<file path="src/rtl/up_sample_and_expand.sv">
// Playback up-sampler: expands 8-bit offset-binary samples to 16-bit signed PCM and
// emits 2**UP_LOG2 beats per input, by linear interpolation or zero-order hold.
module up_sample_and_expand #(
  parameter int unsigned UP_LOG2 = 1,
  parameter bit          INTERP  = 1'b1
) (
  input  logic        clk,
  input  logic        rst,
  input  logic        valid_in,
  output logic        ready_in,
  input  logic [7:0]  data_in,
  output logic        valid_out,
  input  logic        ready_out,
  output logic [15:0] data_out
);

  localparam int unsigned L  = 1 << UP_LOG2;
  localparam int unsigned KW = 5;
  localparam int unsigned PW = 17 + UP_LOG2 + 1;

  typedef enum logic {S_WAIT, S_EMIT} state_t;

  state_t             state, state_d;
  logic signed [15:0] prev, prev_d;
  logic signed [15:0] cur, cur_d;
  logic signed [16:0] delta, delta_d;
  logic [KW-1:0]      k, k_d;
  logic [15:0]        data_d;
  logic               valid_d;

  logic signed [15:0] x;
  logic signed [15:0] base;
  logic signed [16:0] delta_new;
  logic               last;
  logic               load;

  // y_k = base + (d*k) >>> UP_LOG2; exact because d is a multiple of 256
  function automatic logic [15:0] interp(input logic signed [15:0] b,
                                         input logic signed [16:0] d,
                                         input logic [KW-1:0] kk);
    logic signed [PW-1:0] prod;
    prod = PW'(d) * $signed(PW'(kk));
    return 16'(b) + 16'(prod >>> UP_LOG2);
  endfunction

  assign x = {~data_in[7], data_in[6:0], 8'h00};

  always_ff @(posedge clk) begin
    if (rst) begin
      state     <= S_WAIT;
      prev      <= '0;
      cur       <= '0;
      delta     <= '0;
      k         <= KW'(1);
      data_out  <= '0;
      valid_out <= 1'b0;
    end else begin
      state     <= state_d;
      prev      <= prev_d;
      cur       <= cur_d;
      delta     <= delta_d;
      k         <= k_d;
      data_out  <= data_d;
      valid_out <= valid_d;
    end
  end

  // Next-state and handshake logic; the last beat doubles as an accept slot
  always_comb begin
    state_d   = state;
    prev_d    = prev;
    cur_d     = cur;
    delta_d   = delta;
    k_d       = k;
    data_d    = data_out;
    valid_d   = valid_out;
    base      = prev;
    load      = 1'b0;
    last      = (k == KW'(L));
    ready_in  = 1'b0;

    case (state)
      S_WAIT: begin
        ready_in = 1'b1;
        load     = valid_in;
      end
      S_EMIT: begin
        ready_in = last && ready_out;
        if (ready_out) begin
          if (!last) begin
            k_d    = k + KW'(1);
            data_d = INTERP ? interp(prev, delta, k + KW'(1)) : cur;
          end else begin
            prev_d = cur;
            base   = cur;
            if (valid_in) begin
              load = 1'b1;
            end else begin
              valid_d = 1'b0;
              state_d = S_WAIT;
            end
          end
        end
      end
      default: state_d = S_WAIT;
    endcase

    delta_new = {x[15], x} - {base[15], base};
    if (load) begin
      cur_d   = x;
      delta_d = delta_new;
      k_d     = KW'(1);
      data_d  = INTERP ? interp(base, delta_new, KW'(1)) : x;
      valid_d = 1'b1;
      state_d = S_EMIT;
    end
  end

endmodule

</file>
<file path="config.mk">
export PLATFORM = sky130hd
export DESIGN_NAME = up_sample_and_expand
export DESIGN_NICKNAME = d
export VERILOG_FILES = /design/src/rtl/up_sample_and_expand.sv
export SDC_FILE = /design/constraint.sdc
export NUM_CORES = 1
export LEC_CHECK = 0
export CORE_UTILIZATION = 57
export CTS_CLUSTER_SIZE = 10
export DETAILED_ROUTE_END_ITERATION = 16
export PLACE_DENSITY = 0.78
export SLEW_MARGIN = 5
export SYNTH_ARGS = -nofsm -noshare
export SYNTH_HDL_FRONTEND = slang
export SYNTH_SLANG_ARGS = --single-unit
</file>
<file path="constraint.sdc">
create_clock -name clk -period 10.43 [get_ports clk]
set_clock_uncertainty 0.2 [all_clocks]
set_input_delay 1.5645 -clock clk [delete_from_list [all_inputs] [get_ports clk]]
set_output_delay 1.5645 -clock clk [all_outputs]
set_load 0.005 [all_outputs]
</file>
; Yosys cells after proc, flatten, opt, wreduce, memory -nomap -nowiden
; Index checks and enable logic that the tools add are counted.
[word_totals]
ff_bits = 64
latchBits = 0
mem_bits_rw = 0
romBits = 0
in_bits = 12
output_inout_bits = 18
n_memories = 0
[op_classes]
add_sub_neg = 4
mul = 1
div_mod_pow = 0
order_cmp = 0
eq_ne = 3
shifts = 0
muxes = 21
bitwise = 3
reduce_logical = 8
[ops]
columns = cell, count
row1 = two-way mux 16 bit, 7
row2 = adder 16 bit, 2
row3 = multiplier 17 x 6 -> 17 bit, 1
row4 = subtractor 16 x 16 -> 17 bit, 1
row5 = two-way mux 1 bit, 12
row6 = AND reduction 3 bit, 2
row7 = nonzero test 2 bit, 3
row8 = adder 5 x 1 -> 5 bit (second input constant), 1
row9 = equality test 5 x 2 -> 1 bit (second input constant), 1
row10 = inequality test 2 x 1 -> 1 bit (second input constant), 2
row11 = one-hot mux 1 bit (2 select lines), 2
row12 = AND reduction 4 bit, 1
row13 = inverter 1 bit, 3
row14 = OR reduction 2 bit, 1
row15 = logical AND 1 bit, 1

; Depth between registers and ports, before layout
[depth]
word_depth = 7
ltp_mapped = 30

; Least setup slack after synthesis
; No wires, ideal clock.
[synth_path]
path_type = register to register
startpoint = register k[0]
endpoint = register data_out[15]
arrival_ps = 6182
required_time_ps = 10144
path_slack_ps = 3962
stages_incl_launch_ff = 31
path_buffers = 3
cell_sequence = dfxtp_1 clkbuf_1 clkbuf_1 inv_1 ha_1 clkbuf_1 nand2b_1 fa_1 inv_1 ha_1 ha_1 ha_1 fa_1 a21o_1 a21oi_1 o21bai_1 a21oi_1 nor2b_1 o21a_1 nor2_1 xnor2_1 ha_1 nand2_1 nor2_1 a211oi_1 o31a_1 o21ai_0 a31oi_1 xnor3_1 nand2_1 a221oi_2
[synth_between]
elab_chain_cells = 7
elab_cells_between_ends = 20
classes_between = 4 x add/sub / 1 x mul / 2 x eq/ne / 10 x mux / 3 x reduce/logical
[synth_rtl]
columns = item, line
row1 = start: declaration, 27  ; logic [KW-1:0] k, k_d;
row2 = start signal: assignment, 62  ; k <= k_d;
row3 = adder 5 x 1 -> 5 bit / equality test 5 x 2 -> 1 bit (equally long branches), "92, 79"
row4 = multiplier 17 x 6 -> 17 bit / two-way mux 16 bit (equally long branches), -
row5 = adder 16 bit / two-way mux 16 bit (equally long branches), -
row6 = "two-way mux 16 bit, on equally long branches", -
row7 = two-way mux 16 bit / subtractor 16 x 16 -> 17 bit (equally long branches), "89, 108"
row8 = two-way mux 16 bit / adder 16 bit (equally long branches), "82, 43"
row9 = two-way mux 16 bit, 109  ; if (load) begin
row10 = end signal: assignment, 63  ; data_out <= data_d;
row11 = end: declaration, 14  ; output logic [15:0] data_out
; Several ways; a longest one is shown, not always the timed one. The select of a mux whose other input is x is not followed.
; A chain may end at the register's enable or synchronous reset.

; Worst setup path in the final report
; Ends and elaborated chain as after synthesis.

==> summary.md <==
| Metric | Value |
|---|---|
| Layer with the highest usage | met2 |
| Initial Utilization | around three fifths |
| H-tree Lvls | 3 |
| Setup TNS Final | 0 ns |
| Run status | completed |
| Core area | roughly 11,000 um^2 |
| Final ANT Viol Nets | 0 |
| Syn_nets | 925 |
| Clk_lat worst skew | approximately 0.34 ns |
| Yosys warnings | 0 |
| Share of cells above drive strength 1 | 4.01% |
| Clock power frac | 42.1% |
| Slew @ Worst Pin | 1.10 ns |
| CTS Buf Count | 9 |
| Final weighted congestion of routability-driven global placement | 0.943 |
| Wire length per cell | 16.7 um |
| Synth top cells by count | inv_1, nand2_1, nor2_1, ha_1, dfxtp_1 |
| Chip Width | 109 um |
| Synthesis-stage register bit count | 64 |
| Met1 Use GR | 40.1% |
| Sequential power share | 39.6% |
| Congestion Overflow GR | 0 |
| CTS tree | done |
| Setup bufs post-CTS | 0 |
| Cts-stage hold buffer count | 0 |
| Clock slew at reported path FFs | 0.06 ns |
| EDFF count, synth | 0 |
| Top-area cell type share of the netlist area | about a fifth |
| Combinational share of power | between 10% and 20% |
| Max cap viols | 0 |
| Clock Sinks | 64 |
| Worst EP required | 10.48 ns |
| Power Total | 0.000666 W |
| Synth-to-Final Area Change | 10.4% |
| CTS root buffer | clkbuf_16 |
| Worst hold-check path type | reg -> reg |
| Max stage delay on crit path | 0.84 ns |
| Final Cycle Share | 72.6% |
| Chip Height | 109 um |
| Initial antenna violation count | 0 |
| Setup-failing EPs final | 0 |
| Routed vias | 5,656 |
| Met3 Track Usage GR | approximately 4.1% |
| Initial DRT Pass Iterations | 5 |
| Setup ws final | 2.85 ns |
| Largest cells by area after synthesis | dfxtp_1, ha_1, fa_1 |
| 1st-iter DRT viols | 308 |
| Port bufs | 29 |
| VDD IR max | approximately 0.00011 V |
| Fmax | ~0.13 GHz |
| Critical-path maximum fanout | 19 |
| Vias in the first global route | around 5.6k |
| Die area | 11,800 um^2 |
| # DRC | 0 |
| Mapped Cells | 800 |
| WS Path Type | reg -> reg |
| Largest net degree at the start of global routing | 60 |
| Detail Placement HPWL | 12,100 um |
| Leakage | around 3.4 nW |
| First-pass GRT wire length | 26,800 um |
| Power density cells | 92.7 nW/um^2 |
| P_sw | between 0.00015 and 0.0002 W |
| Internal | around 0.00047 W |
| Seq/Total Area, Yosys | between 15 and 20% |
| Yosys top cell by area | dfxtp_1 |
| Final Hold Fails | 0 |
| Final net count | 943 |
| Cell with the most instances after synthesis | inv_1 |
| Crit path DAT | around 7.6 ns |
| DR vias/cell | 5.87 |
| Slowest cell on crit path | xor2_1 |
| Post-route cell area | between 7000 and 8000 um^2 |
| Top FF cell, synth | dfxtp_1 |
| Met2 usage | 46.2% |
| Synth Cell Area | 6510 um^2 |
| Nature of the critical path endpoint | register |
| Ys async rst share | 0% |
| RSZ-0062 raised after global routing | false |
| IO Pins | 30 |
| Rel. slew slack | a little over a quarter |
| CP Launch Type | register |
| Slew Limit Fails | 0 |
| Dpl cell area | 6910 um^2 |
| Number of diodes | 0 |
| Global Route Usage Sum | between 20% and 30% |
| Rows | 38 |
| Sw frac | 28.9% |
| Fill cell count | about 890 |
| Syn Area/Cell | a little over 8 um^2 |
| Place WS | 3.01 ns |
| Fin crit period | 7.58 ns |
| Max Buffers Root-to-Sink | 2 |
| Unique masters post-synth | 54 |
| PostCTS Resize Cnt | 0 |
| Final WL | 16,100 um |
## registers in the layout, indices dropped and copies added, names as in the netlist
signal and flops:
state 1, data_out 16, cur 8, k 5, delta 17, prev 16
valid_out 1
## final cells by class
| type | count | area [um^2] | share of cell area (%) |
|---|---|---|---|
| multi-input cells | 630 | 4840 | 67.4 |
| inverters | 81 | 304 | 4.23 |
| well taps | 140 | 175 | 2.44 |
| clock inverters | 5 | 32.5 | 0.453 |
| repair buffers | 32 | 308 | 4.28 |
| clock buffers | 11 | 243 | 3.38 |
| flip-flops and latches | 64 | 1280 | 17.8 |
## per-stage QoR
step / utilization, % / instances / hold slack [ns]
finish: 65.4 / 963 / 0.258
global route: 65.4 / 963 / 0.265
CTS: 65.4 / 963 / 0.254
detailed placement: 62.9 / 947 / 0.247
global placement: 62.9 / 947 / 0.241
floorplan: - / 800 / 0.236
## logic make-up (layout without fill, tap and decap cells)
family,count (synthesis),after routing,synth area share [%]
mux,10,10,1.54
flops,64,64,19.7
fa+ha+maj,113,113,26.2
compound gates,153,153,15.4
simple gates,289,289,22.1
buf+inv,106,129,6.11
xor+xnor,65,65,8.96
## worst max-delay path, delay by kind of cell, from the launching register on
family                     cells  cell delay, ns
and+or+nand+nor                6            0.68
buffers and inverters          2            0.13
AOI/OAI and AO/OA             10            2.09
adders and majority gates      6            2.34
xor gates and xnor gates       3            1.25
DFF                            1            0.77
## per-layer routing
layer | vias up | wire [um]
li1 | 2725 | -
met1 | 2706 | 7360
met2 | 198 | 7420
met3 | 27 | 961
met4 | 0 | 316
met5 | - | 0
## cells in the final DEF, fill, tap and decap left out, types with 3 or more instances in the layout
| master | netlist | final |
|---|---|---|
| a2111oi_0 | 7 | 7 |
| a211oi_1 | 10 | 10 |
| a21o_1 | 12 | 12 |
| a21oi_1 | 58 | 57 |
| a221oi_1 | 3 | 3 |
| a31oi_1 | 8 | 8 |
| and2_1 | 17 | 17 |
| and3_1 | 7 | 7 |
| buf_4 | 0 | 3 |
| clkbuf_16 | 0 | 9 |
| clkdlybuf4s50_1 | 0 | 28 |
| clkinvlp_4 | 0 | 3 |
| dfxtp_1 | 64 | 64 |
| fa_1 | 39 | 39 |
| ha_1 | 74 | 74 |
| inv_1 | 81 | 81 |
| mux2i_1 | 10 | 10 |
| nand2_1 | 78 | 78 |
| nand2b_1 | 4 | 4 |
| nand3_1 | 10 | 10 |
| nor2_1 | 76 | 75 |
| nor2b_1 | 63 | 63 |
| nor3_1 | 18 | 18 |
| o21a_1 | 7 | 7 |
| o21ai_0 | 18 | 18 |
| o21ai_1 | 3 | 3 |
| o41ai_1 | 3 | 3 |
| or3_1 | 6 | 6 |
| xnor2_1 | 43 | 43 |
| xor2_1 | 21 | 21 |
## power by group through the flow
stage	Clock [W]	Sequential, W	Combinational (W)
2_1_floorplan	0	0.000266	0.0000814
3_3_place_gp	0	0.000269	0.000117
3_5_place_dp	0	0.000269	0.000119
4_1_cts	0.000283	0.000264	0.000120
5_1_grt	0.000291	0.000266	0.000133
6_report	0.000280	0.000264	0.000122
## path summary, 6_finish.rpt
check / from / endpoint / slack [ns] / cells past startpoint
worst max-delay path: k[0] / data_out[15] / 2.85 / 27
worst min-delay path: cur[9] / cur[9] / 0.26 / 2
worst max register to register: k[0] / data_out[15] / 2.85 / 27
worst min register to register: cur[9] / cur[9] / 0.26 / 2
No activity file was read; power rests on OpenSTA's default activity.
